### config.mk
export PLATFORM = sky130hd
export DESIGN_NAME = eje4_barrido
export DESIGN_NICKNAME = d
export VERILOG_FILES = /design/src/rtl/eje4_barrido_pkg.sv /design/src/rtl/eje4_contador.sv /design/src/rtl/eje4_barrido.sv
export SDC_FILE = /design/constraint.sdc
export NUM_CORES = 1
export LEC_CHECK = 0
export ABC_AREA = 1
export CORE_ASPECT_RATIO = 0.75
export CORE_MARGIN = 1
export CORE_UTILIZATION = 35
export DETAILED_ROUTE_END_ITERATION = 10
export GPL_ROUTABILITY_DRIVEN = 0
export PLACE_DENSITY = 0.63
export SLEW_MARGIN = 5
export SYNTH_ARGS = -nofsm -noshare
export SYNTH_HDL_FRONTEND = slang
export SYNTH_SLANG_ARGS = --single-unit
### constraint.sdc
create_clock -name clk -period 2.1 [get_ports clk]
set_input_delay 0.525 -clock clk [delete_from_list [all_inputs] [get_ports clk]]
set_output_delay 0.525 -clock clk [all_outputs]
set_load 0.03 [all_outputs]
### src/rtl/eje4_barrido_pkg.sv
// Shared types and defaults for the eje4 sweep checker.
// State encoding is fixed so waveforms read the same across builds.
package eje4_barrido_pkg;

   localparam int N_IN_DEF   = 6;
   localparam int N_FUNC_DEF = 3;
   localparam int SETTLE_DEF = 1;

   typedef enum logic [1:0] {
      IDLE  = 2'd0,
      WAIT  = 2'd1,
      CHECK = 2'd2,
      DONE  = 2'd3
   } state_t;

   // Bits needed to hold SETTLE-1 (never less than one).
   function automatic int cnt_width(input int settle);
      return (settle < 3) ? 1 : $clog2(settle);
   endfunction

endpackage

### src/rtl/eje4_contador.sv
// Loadable down-counter that times how long each vector settles.
// It stops at zero and reports it on zero.
module eje4_contador #(
   parameter int W = 1
) (
   input  logic         clk,
   input  logic         reset,
   input  logic         load,
   input  logic [W-1:0] value,
   output logic         zero
);

   logic [W-1:0] cnt;

   always_ff @(posedge clk) begin
      if (reset) begin
         cnt <= '0;
      end else if (load) begin
         cnt <= value;
      end else if (cnt != '0) begin
         cnt <= cnt - W'(1);
      end
   end

   assign zero = (cnt == '0);

endmodule

### src/rtl/eje4_barrido.sv
// Sweeps every input vector of the eje4 block and compares the two
// implementations of each function, keeping count and the first failure.
module eje4_barrido
   import eje4_barrido_pkg::*;
#(
   parameter int N_IN   = N_IN_DEF,
   parameter int N_FUNC = N_FUNC_DEF,
   parameter int SETTLE = SETTLE_DEF
) (
   input  logic              clk,
   input  logic              reset,
   input  logic              start,
   output logic [N_IN-1:0]   vec,
   input  logic [N_FUNC-1:0] imp1,
   input  logic [N_FUNC-1:0] imp2,
   output logic              busy,
   output logic              done,
   output logic              pass,
   output logic [N_IN:0]     err_count,
   output logic              err_valid,
   output logic [N_IN-1:0]   first_err_vec,
   output logic [N_FUNC-1:0] first_err_mask
);

   localparam int CW = cnt_width(SETTLE);
   localparam logic [CW-1:0] RELOAD = CW'(SETTLE - 1);
   localparam logic [N_IN-1:0] LAST = '1;

   state_t            state;
   logic              load;
   logic              zero;
   logic              hit;
   logic [N_FUNC-1:0] mism;
   logic [N_IN:0]     err_next;

   assign mism     = imp1 ^ imp2;
   assign hit      = |mism;
   assign err_next = err_count + (N_IN + 1)'(hit);

   // Reload the settle timer at every sweep start and vector step.
   assign load = ((state == IDLE || state == DONE) && start)
              || (state == CHECK && vec != LAST);

   eje4_contador #(
      .W (CW)
   ) u_contador (
      .clk   (clk),
      .reset (reset),
      .load  (load),
      .value (RELOAD),
      .zero  (zero)
   );

   always_ff @(posedge clk) begin
      if (reset) begin
         state          <= IDLE;
         vec            <= '0;
         busy           <= 1'b0;
         done           <= 1'b0;
         pass           <= 1'b0;
         err_count      <= '0;
         err_valid      <= 1'b0;
         first_err_vec  <= '0;
         first_err_mask <= '0;
      end else begin
         unique case (state)
            IDLE, DONE: begin
               if (start) begin
                  state          <= WAIT;
                  vec            <= '0;
                  busy           <= 1'b1;
                  done           <= 1'b0;
                  pass           <= 1'b0;
                  err_count      <= '0;
                  err_valid      <= 1'b0;
                  first_err_vec  <= '0;
                  first_err_mask <= '0;
               end
            end
            WAIT: begin
               if (zero) begin
                  state <= CHECK;
               end
            end
            CHECK: begin
               if (hit) begin
                  err_count <= err_next;
               end
               if (hit && !err_valid) begin
                  err_valid      <= 1'b1;
                  first_err_vec  <= vec;
                  first_err_mask <= mism;
               end
               // The all-ones vector ends the sweep; vec never wraps.
               if (vec == LAST) begin
                  state <= DONE;
                  busy  <= 1'b0;
                  done  <= 1'b1;
                  pass  <= (err_next == '0);
               end else begin
                  state <= WAIT;
                  vec   <= vec + 1'b1;
               end
            end
         endcase
      end
   end

endmodule
-- Word-level counts from Yosys, hierarchy flattened
Cells that the tools add are included.
- flip-flop bits (word level): 29
- bits of input ports: 9
- output and inout port bits: 26
- logic and storage cells: 68
- add/subtract/negate cells: 3
- equal/unequal tests: 11
- mux-type cells: 25
- bitwise gates (word level): 2
- reductions and logical operators: 17
- operators by type and width (cell ; count):
    6-bit case mux with 2 select lines ; 2
    6-bit 2-to-1 mux ; 3
    7-bit 2-to-1 mux ; 2
    7-bit case mux with 2 select lines ; 1
    3-bit AND reduction ; 4
    2-bit != test (second input constant) ; 4
    1-bit case mux with 2 select lines ; 4
    7-bit by 1-bit adder with 7-bit output ; 1
    7-bit zero test ; 1
    6-bit by 1-bit adder with 6-bit output (second input constant) ; 1
    6-bit == test (second input constant) ; 1
    1-bit 2-to-1 mux ; 6
    2-bit 2-to-1 mux ; 3
    3-bit 2-to-1 mux ; 2
    6-bit != test (second input constant) ; 1
    2-bit case mux with 3 select lines ; 1
    3-bit case mux with 2 select lines ; 1
    3-bit OR reduction ; 2
    2-bit == test (second input constant) ; 2
    2-bit by 1-bit != test with 1-bit output (second input constant) ; 2
    1-bit logical AND ; 3
    3-bit bitwise XOR ; 1
    2-bit by 1-bit == test with 1-bit output (second input constant) ; 1
    2-bit zero test ; 1
    7 further kinds ; 8

-- Longest topological paths before layout
Gate-level depths: netlist (run 1).
- word-level depth: 6
- depth in mapped cells: 14

-- By module
A second synthesis (run 1) with hierarchy kept.
- cells, all modules: 224
- area total of the unflattened synthesis: 1514.0 um^2
- modules (own cells, without submodules) (module ; times used ; cells an instance ; area an instance (um^2) ; seq. area each (um^2)):
    eje4_barrido ; 1 ; 220 ; 1480.2 ; 560.5
    eje4_contador ; 1 ; 4 ; 33.8 ; 20.0

-- Least setup slack after synthesis (run 1)
No wires, ideal clock.
- path kind: input to register
- from: input imp1[0]
- to: register pass
- data arrival time: 1833 ps
- data required time: 2030 ps
- setup slack: 197 ps
- cell stages on the path: 12
- cells stage by stage: inv_1 nand2_1 nand2_1 nand3_2 ha_1 ha_1 nand3b_1 nor2_1 nand3_1 nor2_1 nand2_1 a21oi_1
- longest elaborated chain between the ends: 6
- ends and longest elaborated chain (item ; line ; text):
    start, declared ; eje4_barrido.sv:14 ; input logic [N_FUNC-1:0] imp1,
    3-bit bitwise XOR ; eje4_barrido.sv:36 ; assign mism = imp1 ^ imp2;
    3-bit OR reduction ; eje4_barrido.sv:37 ; assign hit = |mism;
    7-bit by 1-bit adder with 7-bit output ; eje4_barrido.sv:38 ; assign err_next = err_count + (N_IN + 1)'(hit);
    7-bit zero test ; eje4_barrido.sv:99 ; pass <= (err_next == '0);
    1-bit 2-to-1 mux ; eje4_barrido.sv:95 ; if (vec == LAST) begin
    1-bit case mux with 2 select lines ; eje4_barrido.sv:66 ; unique case (state)
    end signal, assigned ; eje4_barrido.sv:99 ;
    end, declared ; eje4_barrido.sv:18 ; output logic pass,
Every way passes these cells. The select of a mux whose other input is x is not followed.
A chain may end at the register's enable or synchronous reset.

-- Final worst setup path (run 1)
- from: register err_count[2]
- to: output err_count[2]
- RTL lines (item ; line ; text):
    start, declared ; eje4_barrido.sv:19 ; output logic [N_IN:0] err_count,
    start signal, assigned ; eje4_barrido.sv:87 ; err_count <= err_next;
No word-level cell between the ends.

==> results.toml, run 1 <==
[yosys]
synth_seq_cells = 29
synthTopCellsByCount = "nand2_1, inv_1, nand3_1"
ys_seq_area_frac = 0.3754
synth_area_leaders = "dfxtp_1, nand2_1, nand3_1, inv_1, a21oi_1"
syn_area_um2 = 1546
synth_nets = 240
synth.top_cell.area_share = 0.3754
yosys.area.top_type = "dfxtp_1"
synth.avg_cell_area_um2 = 6.873
synthArstFlopShare = 0
yosysUniqueCellTypes = 26
synth_edf_count = 0
synth.most_common_cell = "nand2_1"
ys.flop_type = "dfxtp_1"
ys.warnings.count = 0
syn_inst = 225

[final_layout]
fin_nets = 289
final_area_um2 = 2188
fillCellCount = 431
final_layout_size_suffix_gt1_frac = 0.1455
fin_cells = 330
area_delta_synth_final_pct = 41.50
antenna_cells = 0
multiInputGateArea_um2 = 845.8
seq_area_um2 = 580.6

[critical_path]
path_buf_inv = 1
path_max_fanout = 7
cp.required_ns = 1.57
crit_path_end_kind = "output port"
arrival_ns = 1.48
start_kind = "register"
worstSetupPathType = "reg2out"
path_cells = "clkdlybuf4s50_1"
crit_family = "buffers and inverters"
critPathMaxStageDelay_ns = 0.72
critPathSlowestCell = "clkdlybuf4s50_1"

[die]
fp.dieW_um = 78.76
rows = 20
start_util = 0.3723
die_height_um = 59.57
core_um2 = 4154
die_area_um2 = 4691
io_pins = 35

[sta]
fin_crit_ns = 2.006
max_freq_ghz = 0.4985
setup_viol = 0
hold_viol_final = 0
drv_slew = 0
tns_ns = 0
setup_ws_ns = 0.09383
fin_crit_sh = 0.9553
rsz0062_at_grt = "false"
clock_skew_ns = 0.006964

[routing]
routed_wirelength_um = 3729
wl_per_cell_um = 11.30
num_vias = 1513
drtPass1Iterations = 4
drc = 0
final_antenna_net_count = 0
drtIter0Drc = 93
vias_per_cell = 4.585

[clock_tree]
clkSinkCount = 29
numCtsBuffers = 5
h-tree-depth = 2
clock_latency_ns = 0.29
clkTransAtPathRegs_ns = 0.06
cts_buffer_depth = 2
clk_root_buffer_cell = "clkbuf_8"
cts_tree = "yes"

[global_routing]
grt_util_all_layers = 0.1696
first_global_vias = 1381
overflow = 0
grt_first_pass_wirelength_um = 5982
antenna_found_initial = 0
grt_max_degree = 15

[power]
vdd_drop_max_uv = 413.1
p_leak_nw = 0.9705
pwr_density_cell_nw_per_um2 = 850.0

[placed_design]
place_hpwl_um = 2683
place_ws_ns = -0.3053
dpl_cell_area_um2 = 2003
dp.cells = 320
io_buffers = 34

[flow_run]
cap_violations = 0

[min_path]
hp-class = "reg2reg"

[run_status]
status = "complete, no violations"
==> final cells by class <==
class                      instances  area share
multi-input combinational        157      0.3865
timing repair buffer              46      0.2035
tap                               55     0.03145
clock buffer                       7     0.03945
inverter                          35     0.06003
clock inverter                     1     0.01372
sequential                        29      0.2653
==> per-stage QoR <==
stage / hold WS (ns) / power (mW) / utilization
floorplan: 0.5320 / 1.051 / -
global placement: 0.4568 / 1.245 / 0.4822
detailed placement: 0.4534 / 1.243 / 0.4822
CTS: 0.4634 / 1.854 / 0.5108
global route: 0.4848 / 1.957 / 0.5268
finish: 0.4600 / 1.860 / 0.5268
==> cell families (layout without fill, tap and decap cells) <==
| family | Yosys count | count (layout) | synth area share |
|---|---|---|---|
| other | 1 | 1 | 0.002425 |
| AND/OR/NAND/NOR | 114 | 114 | 0.3503 |
| flip-flops | 29 | 29 | 0.3754 |
| buffers and inverters | 39 | 89 | 0.1027 |
| AO/OA/AOI/OAI | 35 | 35 | 0.1149 |
| XOR/XNOR | 1 | 1 | 0.005664 |
| adder cells (fa/ha/maj) | 6 | 6 | 0.04854 |
==> routing by layer <==
layer,share of wire,global-route usage
met4,0.019,0.08730
met3,0.054,0.04462
met2,0.40,0.2547
met5,0,0
met1,0.53,0.2246
==> worst paths after layout <==
kind | startpoint | end | slack, ns | depth (start not counted)
worst max register to register | state[0] | first_err_mask[2] | 0.34 | 8
worst max-delay path | err_count[2] | err_count[2] | 0.09 | 1
worst min register to register | busy | busy | 0.46 | 2
worst min-delay path | busy | busy | 0.46 | 2
==> placed cells by master (no fill, tap or decap), drive strengths merged <==
| master | instances |
|---|---|
| nand2 | 52 |
| inv | 35 |
| nand3 | 32 |
| dfxtp | 29 |
| clkdlybuf4s50 | 28 |
| nor2 | 25 |
| a21oi | 24 |
| buf | 12 |
| o21ai | 10 |
| clkbuf | 7 |
| dlymetal6s2s | 6 |
| ha | 6 |
| nand3b | 2 |
| nand4 | 2 |
| or2 | 1 |
| xor2 | 1 |
| o21bai | 1 |
| bufinv | 1 |
| conb | 1 |
==> flip-flops by register name, summed over array words and instances, names as in the netlist <==
signal,flops
err_count,7
first_err_vec,6
vec,6
first_err_mask,3
state,2
busy,1
done,1
err_valid,1
pass,1
u_contador.cnt,1
==> power by group <==
| part | internal, mW | switching (mW) |
|---|---|---|
| clock | 0.386 | 0.220 |
| sequential | 0.599 | 0.0578 |
| combinational | 0.225 | 0.372 |
==> repair_timing <==
action / CTS / global route
resized for setup: 1 / 15
setup endpoints to repair: 1 / 3
pin swaps: 0 / 9
setup buffers: 0 / 2
hold buffers: 0 / 0
(Power assumes the default switching activity.)
==> run 2: changes to the inputs <==
CORE_MARGIN = 2   (was 1)
CTS_CLUSTER_DIAMETER = 80   (was not set)
PLACE_DENSITY = not set   (was 0.63)
==> run 2 against run 1 <==
Effect of this change: worst setup slack improved by 0.0048 ns; clock power fell by 22%; critical path type unchanged; largest power group unchanged; largest cell class unchanged; cell count decreased by 0.30%; critical endpoint unchanged; die area grew 6.0%; non-clock buffer count did not move; highest routed layer unchanged.
==> results.toml, run 2 (synthesis gave the netlist of run 1 again) <==
[run_status]
status = "complete, no violations"

[power]
vdd_drop_max_uv = 341.1
power.total_mw = 1.735
p_leak_nw = 0.9575
pwr_density_cell_nw_per_um2 = 801.7

[sta]
rsz0062_at_grt = "false"
hold_viol_final = 0
clock_skew_ns = 0.006237
fin_crit_ns = 2.001
fin_crit_sh = 0.9530
drv_slew = 0
setup_viol = 0
max_freq_ghz = 0.4997
setup_ws_ns = 0.09866

[critical_path]
start_kind = "register"
critPathMaxStageDelay_ns = 0.72
r2r_start = "state[0]"
setup.worst_path.start = "err_count[2]"
r2r_cells = 9
path_cells = "clkdlybuf4s50_1"
path_max_fanout = 7
crit_path_end_kind = "output port"
path_buf_inv = 1
arrival_ns = 1.48
r2r_end = "err_count[2]"
path_depth = 1
r2r_slack_ns = 0.31
crit_family = "buffers and inverters"
worstSetupPathType = "reg2out"
critPathSlowestCell = "clkdlybuf4s50_1"
cp.required_ns = 1.57

[routing]
drc = 0
drtPass1Iterations = 4
wl_per_cell_um = 11.66
vias_per_cell = 4.778
drtIter0Drc = 99
num_vias = 1572
final_antenna_net_count = 0
routed_wirelength_um = 3835

[final_layout]
area_delta_synth_final_pct = 39.97
fillCellCount = 433
fin_cells = 329
reg.largest.list = "err_count x7, first_err_vec x6, vec x6"
final_common_cell = "nand2_1"
antenna_cells = 0
final_layout_size_suffix_gt1_frac = 0.1387
largest_reg_flops = 7
fin_nets = 289
final_cell_mix = "nand2_1, inv_1, nand3_1, dfxtp_1, clkdlybuf4s50_1"
largest-register = "err_count"
utilization = 0.5211

[die]
die_area_um2 = 4972
start_util = 0.3723
die_height_um = 61.57
fp.dieW_um = 80.76
core_um2 = 4154
rows = 20
io_pins = 35

[min_path]
hp-class = "reg2reg"
hold_start = "busy"
min_to = "busy"
min_path_cells = 2

[clock_tree]
postCtsHoldBufs = 0
clkTransAtPathRegs_ns = 0.06
clk_root_buffer_cell = "clkbuf_8"
cts_buffer_depth = 2
clkSinkCount = 29
h-tree-depth = 2
cts_tree = "yes"
numCtsBuffers = 5
clock_latency_ns = 0.29

[placed_design]
place_ws_ns = -0.3268
io_buffers = 34
place_hpwl_um = 2830
dp.cells = 321

[global_routing]
use_met3 = 0.04399
busiest_layer = "met1"
use_met1 = 0.2375
grt_max_degree = 15
grt_first_pass_wirelength_um = 6265
antenna_found_initial = 0
overflow = 0
gr-usage-met2 = 0.2369
grt_util_all_layers = 0.1672
first_global_vias = 1393

[flow_run]
cap_violations = 0
[run 2: changes by cell type in the layout (fill, tap and decap cells not counted)]
cell	before	now
a21oi_1	23	24
a21oi_2	1	0
bufinv_16	1	0
ha_2	1	0
ha_4	1	2
[run 2: worst max path at each step]
| stage | to | slack, ns |
|---|---|---|
| 2_1_floorplan | pass | 0.20 |
| 3_3_place_gp | pass | -0.28 |
| 3_5_place_dp | pass | -0.33 |
| 4_1_cts | pass | 0.01 |
| 5_1_grt | err_count[2] | 0.05 |
| 6_report | err_count[2] | 0.1 |
[run 2: stage by stage]
stage	area [µm²]	setup TNS (ns)	hold slack, ns
final	2165	0	0.4657
after global routing	2165	0	0.4873
after CTS	2105	0	0.4674
after detailed placement	2011	-1.085	0.4587
after global placement	2011	-0.9589	0.4534
after floorplan	1546	0	0.5320
[run 2: final cells by class]
cell class / count / area, µm² / area share
clock buffer: 7 / 86.33 / 0.03988
multi-input combinational: 157 / 852.1 / 0.3936
timing repair buffer: 46 / 445.4 / 0.2058
tap: 55 / 68.82 / 0.03179
inverter: 35 / 131.4 / 0.06069
sequential: 29 / 580.6 / 0.2682
[run 2: repair_timing]
item	in CTS	in global routing
setup endpoints to repair	1	3
pin swaps	0	8
setup buffers	0	1
gates resized for setup	3	12
[run 2: routing by layer]
layer	routed length, µm	up-vias
li1	-	814
met1	1977	716
met2	1516	34
met3	268	8
met4	72	0
met5	0	-
[run 2: power breakdown]
group | switching (mW) | internal [mW] | leakage, nW | total, mW
logic | 0.378 | 0.228 | 0.677 | 0.606
clock network | 0.211 | 0.259 | 0.0443 | 0.470
registers | 0.0596 | 0.599 | 0.236 | 0.659
total | 0.648 | 1.09 | 0.958 | 1.74
==> run 3: changes to the inputs <==
SKIP_LAST_GASP = 1   (was not set)
==> results of run 3 <==
Same layout as run 2: the final DEF is identical, and so are final timing and power.
